<file path="src/rtl/sram_write_buffer_if.sv">
`default_nettype none
// ============================================================================
//  Module      : sram_write_buffer_if
//  Description : Bundles the upstream (cache controller) request bus and the
//                downstream (SRAM controller) bus of the posted-write buffer.
//                slave  - view taken by sram_write_buffer
//                master - view taken by the surrounding environment
//  Signals     : wr_req/rd_req/address/wdata  upstream request
//                ready/rdata                  upstream completion
//                sram_wr_en/sram_rd_en        SRAM request enables
//                sram_address/sram_wdata      SRAM request payload
//                sram_ready/sram_rdata        SRAM completion
//  Revision    : 1.0 - initial release
// ============================================================================
interface sram_write_buffer_if #(
   parameter int ADDR_W = 32,
   parameter int DATA_W = 32
);
   logic              wr_req;
   logic              rd_req;
   logic [ADDR_W-1:0] address;
   logic [DATA_W-1:0] wdata;
   logic              ready;
   logic [63:0]       rdata;

   logic              sram_wr_en;
   logic              sram_rd_en;
   logic [ADDR_W-1:0] sram_address;
   logic [DATA_W-1:0] sram_wdata;
   logic              sram_ready;
   logic [63:0]       sram_rdata;

   modport slave (
      input  wr_req, rd_req, address, wdata, sram_ready, sram_rdata,
      output ready, rdata, sram_wr_en, sram_rd_en, sram_address, sram_wdata
   );

   modport master (
      output wr_req, rd_req, address, wdata, sram_ready, sram_rdata,
      input  ready, rdata, sram_wr_en, sram_rd_en, sram_address, sram_wdata
   );
endinterface
`default_nettype wire

</file>
<file path="src/rtl/sram_write_buffer.sv">
`default_nettype none
// ============================================================================
//  Module      : sram_write_buffer
//  Description : Posted-write FIFO between the data-cache controller and the
//                SRAM controller. Writes are accepted in one cycle and drain
//                to SRAM in order; a read waits until the buffer is empty so
//                it can never overtake a pending write.
//  Ports       : clk, rst        clock, synchronous active-high reset
//                bus (slave)     upstream request bus + SRAM controller bus
//                full, empty     occupancy flags (from registered count)
//                count           current number of buffered writes
//  Revision    : 1.0 - initial release
// ============================================================================
module sram_write_buffer #(
   parameter int DEPTH  = 4,
   parameter int ADDR_W = 32,
   parameter int DATA_W = 32
) (
   input  wire                        clk,
   input  wire                        rst,
   sram_write_buffer_if.slave         bus,
   output logic                       full,
   output logic                       empty,
   output logic [$clog2(DEPTH):0]     count
);

   localparam int c_PTR_W = $clog2(DEPTH);
   localparam logic [c_PTR_W:0]   c_FULL_COUNT = (c_PTR_W + 1)'(DEPTH);
   localparam logic [c_PTR_W:0]   c_CNT_ONE    = (c_PTR_W + 1)'(1);
   localparam logic [c_PTR_W-1:0] c_PTR_ONE    = c_PTR_W'(1);

   typedef enum logic [1:0] {
      ST_IDLE  = 2'd0,
      ST_WRITE = 2'd1,
      ST_GAP   = 2'd2,
      ST_READ  = 2'd3
   } state_t;

   state_t              r_state;
   logic [ADDR_W-1:0]   r_mem_addr [DEPTH];
   logic [DATA_W-1:0]   r_mem_data [DEPTH];
   logic [c_PTR_W-1:0]  r_head;
   logic [c_PTR_W-1:0]  r_tail;
   logic [c_PTR_W:0]    r_count;

   logic                r_sram_wr_en;
   logic                r_sram_rd_en;
   logic [ADDR_W-1:0]   r_sram_address;
   logic [DATA_W-1:0]   r_sram_wdata;
   logic [63:0]         r_rdata;
   logic                r_rd_done;

   logic                w_full;
   logic                w_empty;
   logic                w_push;
   logic                w_pop;

   // Full is taken from the registered count, so a pop in the same cycle
   // does not open a slot for a push until the following cycle.
   assign w_full  = (r_count == c_FULL_COUNT);
   assign w_empty = (r_count == '0);
   assign w_push  = bus.wr_req & ~w_full & (r_state != ST_READ);
   assign w_pop   = (r_state == ST_WRITE) & bus.sram_ready;

   // Write completion is combinational (same cycle); read completion is the
   // registered pulse raised the cycle after sram_ready. The two cannot
   // legitimately coincide because upstream holds only one request at a time.
   assign bus.ready        = w_push | r_rd_done;
   assign bus.rdata        = r_rdata;
   assign bus.sram_wr_en   = r_sram_wr_en;
   assign bus.sram_rd_en   = r_sram_rd_en;
   assign bus.sram_address = r_sram_address;
   assign bus.sram_wdata   = r_sram_wdata;

   assign full  = w_full;
   assign empty = w_empty;
   assign count = r_count;

   always_ff @(posedge clk) begin
      if (rst) begin
         r_state        <= ST_IDLE;
         r_head         <= '0;
         r_tail         <= '0;
         r_count        <= '0;
         r_sram_wr_en   <= 1'b0;
         r_sram_rd_en   <= 1'b0;
         r_sram_address <= '0;
         r_sram_wdata   <= '0;
         r_rdata        <= '0;
         r_rd_done      <= 1'b0;
         for (int i = 0; i < DEPTH; i++) begin
            r_mem_addr[i] <= '0;
            r_mem_data[i] <= '0;
         end
      end else begin
         r_rd_done <= 1'b0;

         if (w_push) begin
            r_mem_addr[r_tail] <= bus.address;
            r_mem_data[r_tail] <= bus.wdata;
            r_tail             <= r_tail + c_PTR_ONE;
         end

         if (w_pop) begin
            r_head <= r_head + c_PTR_ONE;
         end

         case ({w_push, w_pop})
            2'b10:   r_count <= r_count + c_CNT_ONE;
            2'b01:   r_count <= r_count - c_CNT_ONE;
            default: r_count <= r_count;
         endcase

         case (r_state)
            ST_IDLE: begin
               // Buffered writes always go first; this is what keeps a read
               // from bypassing any older (or newly arriving) write.
               if (!w_empty) begin
                  r_state        <= ST_WRITE;
                  r_sram_wr_en   <= 1'b1;
                  r_sram_address <= r_mem_addr[r_head];
                  r_sram_wdata   <= r_mem_data[r_head];
               end else if (bus.rd_req) begin
                  r_state        <= ST_READ;
                  r_sram_rd_en   <= 1'b1;
                  r_sram_address <= bus.address;
               end
            end

            ST_WRITE: begin
               if (bus.sram_ready) begin
                  r_state      <= ST_GAP;
                  r_sram_wr_en <= 1'b0;
               end
            end

            // One idle cycle so the SRAM controller always sees its enable
            // drop between back-to-back transactions.
            ST_GAP: begin
               r_state <= ST_IDLE;
            end

            ST_READ: begin
               if (bus.sram_ready) begin
                  r_state      <= ST_GAP;
                  r_sram_rd_en <= 1'b0;
                  r_rdata      <= bus.sram_rdata;
                  r_rd_done    <= 1'b1;
               end
            end

            default: begin
               r_state <= ST_IDLE;
            end
         endcase
      end
   end

endmodule
`default_nettype wire

</file>
<file path="src/flat_wrapper.sv">
// flat-port wrapper written by rule: the top's interface ports become plain ports
module sram_write_buffer_flat 
#(
   parameter int DEPTH  = 4,
   parameter int ADDR_W = 32,
   parameter int DATA_W = 32
)
  (clk, rst, full, empty, count, bus_wr_req, bus_rd_req, bus_address, bus_wdata, bus_sram_ready, bus_sram_rdata, bus_ready, bus_rdata, bus_sram_wr_en, bus_sram_rd_en, bus_sram_address, bus_sram_wdata);
  sram_write_buffer_if #(.ADDR_W(ADDR_W), .DATA_W(DATA_W)) bus_i ();
  input  wire clk;
  input  wire rst;
  output logic full;
  output logic empty;
  output logic [$clog2(DEPTH):0] count;
  input wire logic [$bits(bus_i.wr_req)-1:0] bus_wr_req;
  input wire logic [$bits(bus_i.rd_req)-1:0] bus_rd_req;
  input wire logic [$bits(bus_i.address)-1:0] bus_address;
  input wire logic [$bits(bus_i.wdata)-1:0] bus_wdata;
  input wire logic [$bits(bus_i.sram_ready)-1:0] bus_sram_ready;
  input wire logic [$bits(bus_i.sram_rdata)-1:0] bus_sram_rdata;
  output wire logic [$bits(bus_i.ready)-1:0] bus_ready;
  output wire logic [$bits(bus_i.rdata)-1:0] bus_rdata;
  output wire logic [$bits(bus_i.sram_wr_en)-1:0] bus_sram_wr_en;
  output wire logic [$bits(bus_i.sram_rd_en)-1:0] bus_sram_rd_en;
  output wire logic [$bits(bus_i.sram_address)-1:0] bus_sram_address;
  output wire logic [$bits(bus_i.sram_wdata)-1:0] bus_sram_wdata;
  assign bus_i.wr_req = bus_wr_req;
  assign bus_i.rd_req = bus_rd_req;
  assign bus_i.address = bus_address;
  assign bus_i.wdata = bus_wdata;
  assign bus_i.sram_ready = bus_sram_ready;
  assign bus_i.sram_rdata = bus_sram_rdata;
  assign bus_ready = bus_i.ready;
  assign bus_rdata = bus_i.rdata;
  assign bus_sram_wr_en = bus_i.sram_wr_en;
  assign bus_sram_rd_en = bus_i.sram_rd_en;
  assign bus_sram_address = bus_i.sram_address;
  assign bus_sram_wdata = bus_i.sram_wdata;
  sram_write_buffer #(.DEPTH(DEPTH), .ADDR_W(ADDR_W), .DATA_W(DATA_W)) u_core (.clk(clk), .rst(rst), .bus(bus_i), .full(full), .empty(empty), .count(count));
endmodule
</file>
<file path="config.mk">
export PLATFORM = sky130hd
export DESIGN_NAME = sram_write_buffer_flat
export DESIGN_NICKNAME = d
export VERILOG_FILES = /design/src/rtl/sram_write_buffer_if.sv /design/src/rtl/sram_write_buffer.sv /design/src/flat_wrapper.sv
export SDC_FILE = /design/constraint.sdc
export NUM_CORES = 1
export LEC_CHECK = 0
export CORE_ASPECT_RATIO = 1.25
export CORE_MARGIN = 1
export CORE_UTILIZATION = 29
export DETAILED_ROUTE_END_ITERATION = 6
export PLACE_DENSITY = 0.57
export SKIP_CTS_REPAIR_TIMING = 1
export SYNTH_ARGS = -nofsm -noshare
export SYNTH_HDL_FRONTEND = slang
export SYNTH_SLANG_ARGS = --single-unit
</file>
<file path="constraint.sdc">
create_clock -name clk -period 4.3 [get_ports clk]
set_clock_uncertainty 0.1 [all_clocks]
set_input_delay 1.29 -clock clk [delete_from_list [all_inputs] [get_ports clk]]
set_output_delay 1.29 -clock clk [all_outputs]
set_load 0.05 [all_outputs]
</file>
==> results.ini <==
[sta]
slew_viol_final=0
rsz0062_at_grt=false
finalSetupViolCount=0
period_minus_slack_ps=3940
fin_hold_ws_ps=351.5
relSlewSlack_pct=26.09
finalSetupTns_ps=0
final_hold_viol_count=0
worst_slew_pin_slew_ps=1109
fmax_mhz=253.8
fin_crit_sh_pct=91.64

[floorplan]
die_y_um=263.7
die-area_mm2=0.05575
die_width_um=211.4
coreArea_mm2=0.05396
num_rows=95
floorplan.initialDensity_pct=29.45
ioPinCount=269

[clocking]
clock_path_buffers=3
clock_latency_ps=570
clk_pin_slew_ps=60
cts_sinks=398
cts_tree=done
cts.htree.levels=2
cts_buffers=45
cts_root_buf=clkbuf_16

[critical_path]
r2r_end=u_core.r_mem_data[0][31]
crit_buf_inv=2
cpMaxStageDelayCell=clkdlybuf4s50_1
startpoint=u_core.count[2]
critPathRequiredTime_ps=2910
timing.rr.start=u_core.count[2]
crit_type=reg2out
cp-endpoint=full
reg2reg_slack_ps=1770
critPathArrivalTime_ps=2550
crit_family=buffers and inverters
worstPathCellList=or3b_2 > inv_2 > clkdlybuf4s50_1
worstSetupStartpointType=flip-flop
rr_worst_depth=5
slowest_delay_ps=890
cp_max_fo=6
worstSetupEndpointType=primary output
crit_cells=3

[placement]
gp_congestion=0.7195
dp.cells=2087
numPortBuffers=268
hpwl_mm=26.47

[detailed_routing]
drt_wl_total_mm=44.59
vias=10320
drc=0
drt_pass1_iterations=5
vias_per_cell=4.756
post_drt_wl_per_cell_um=20.56
drt_iter0_markers=419
drtAntennaViolNets=0

[synthesis]
yosys_warnings=0
synth_ff_type=edfxtp_1
synth-edff-count=256
synth_cell_types=36
ys_ff_latch=398
synth_area_per_cell_um2=13.67
async_reset_ff_share_pct=0
syn_area_mm2=0.01589
synth.area.mux_share_pct=9.069
synth.area.top_cells=edfxtp_1, dfxtp_1, mux4_2
synth_top_area_share_pct=48.37
synthAdderAreaFrac_pct=0.2047
yosys.area_share.xor_xnor_pct=0.2204
synth_compound_area_share_pct=9.912
synth.largest_area_cell=edfxtp_1
syn-num-nets=1298
postSynthCellCount=1163
synthSimpleGateAreaFrac_pct=11.16
synth_top_family_by_area=simple AND/OR/NAND/NOR gates
yosysSeqAreaShare_pct=66.26

[global_routing]
grt_use_met3_pct=4.327
grt_pass1_wl_mm=67.77
overflow=0
grt_pass1_vias=11180
use_met1_pct=18.76
grt_max_degree=66
grt_antenna_before_repair=3
grt-busiest-layer=met2
track_usage_pct=16.21
use_met2_pct=28.81

[cells_and_area]
diodes=0
syn_to_final_growth_pct=31.03
drive_above_1_share_pct=14.49
fin_nets=1542
final_util_pct=38.59
fin_cells=2169

[power_and_ir_drop]
power.total_uw=11820
ir_worst_vdd_v=0.0002994
pwr_density_cell_mw_per_mm2=567.7
p_leak_uw=0.007325

[status]
status=complete, no violations

[run]
cap_violations=0

[min_path]
holdCritPathClass=reg2reg

==> cell usage in the layout, fill, tap and decap left out, drive strengths merged <==
cell and instances:
a21bo 1, a21boi 2, a21oi 39, a22o 96, a22oi 1, a311oi 32
a31oi 1, a41o 1, and2 1, buf 28, bufinv 2, clkbuf 56
clkdlybuf4s50 265, clkinv 22, dfxtp 142, edfxtp 256, fa 1, ha 1
inv 10, mux4 64, nand2 65, nand2b 68, nand3 3, nand3b 1
nand4 1, nand4b 1, nor2 266, nor2b 1, nor4 1, o21ai 3
o31ai 1, or3 2, or3b 1, or4 3, xor2 4
==> flip-flops by register name, indices dropped and copies added (netlist names), 2 cells and up, named ones only <==
name,flops
u_core.r_tail,2
u_core.r_mem_addr,128
u_core.r_mem_data,128
u_core.r_state,2
u_core.bus.rdata,64
u_core.bus.sram_wdata,32
u_core.count,3
u_core.r_head,2
u_core.bus.sram_address,32
==> routing by layer <==
layer | vias to the layer above | part of all wire [%]
met2 | 363 | 51
met4 | 6 | 2.1
met3 | 49 | 7.1
met1 | 5137 | 40
li1 | 4760 | -
met5 | - | 0.10
==> Yosys cell counts (2+ instances only) <==
cell,instances
or3_1,2
a22o_1,96
a21oi_1,39
a311oi_2,30
edfxtp_1,256
o21ai_0,3
buf_2,37
mux4_2,64
buf_1,4
nand3_1,3
a21boi_1,2
nand2b_1,68
xor2_1,4
nor2_1,266
inv_2,2
inv_1,6
nand2_1,65
or4_1,3
buf_6,9
clkbuf_1,46
a311oi_1,2
dfxtp_1,142
==> worst min-delay path by stage <==
stage / from / to / slack (ps) / cells after the start
after floorplan: u_core.r_tail[0] / u_core.r_tail[0] / 370 / 2
after global placement: u_core.bus.sram_rd_en / u_core.bus.sram_rd_en / 340 / 2
final: u_core.bus.sram_rd_en / u_core.bus.sram_rd_en / 350 / 2
after CTS: u_core.bus.sram_rd_en / u_core.bus.sram_rd_en / 350 / 2
after detailed placement: u_core.bus.sram_rd_en / u_core.bus.sram_rd_en / 340 / 2
after global routing: u_core.bus.sram_rd_en / u_core.bus.sram_rd_en / 380 / 2
==> where the power goes <==
part	total [uW]	switching, uW	internal, uW
logic	3280	2130	1150
clock network	3700	1540	2160
registers	4840	276	4570
total	11800	3950	7870
==> cell type report <==
type,instances,area [um^2]
fill,5216,33140
sequential,398,10540
multi-input combinational,661,4961
timing repair buffer,293,2975
clock buffer,56,1240
tap,727,909.6
clock inverter,26,172.7
inverter,8,30.03
==> metrics by stage <==
step / setup slack, ps / instance area (um^2)
detailed placement: 412.4 / 19410
finish: 359.6 / 20820
global placement: 427.9 / 19410
floorplan: 190.7 / 15890
CTS: 298.2 / 20820
global route: 258.1 / 20820
==> tightest hold or removal path, cell delays in order (launching register included) <==
cell	delay (ps)
dfxtp_1	310
inv_1	50
a21boi_1	40
==> cells by family (layout without fill, tap and decap cells) <==
kind of cell | count (synthesis) | count (layout)
AND/OR/NAND/NOR | 414 | 414
flip-flops | 398 | 398
AO/OA/AOI/OAI | 177 | 177
buffers and inverters | 104 | 383
multiplexers | 64 | 64
XOR/XNOR | 4 | 4
adder cells (fa/ha/maj) | 2 | 2
(Power assumes the default switching activity.)
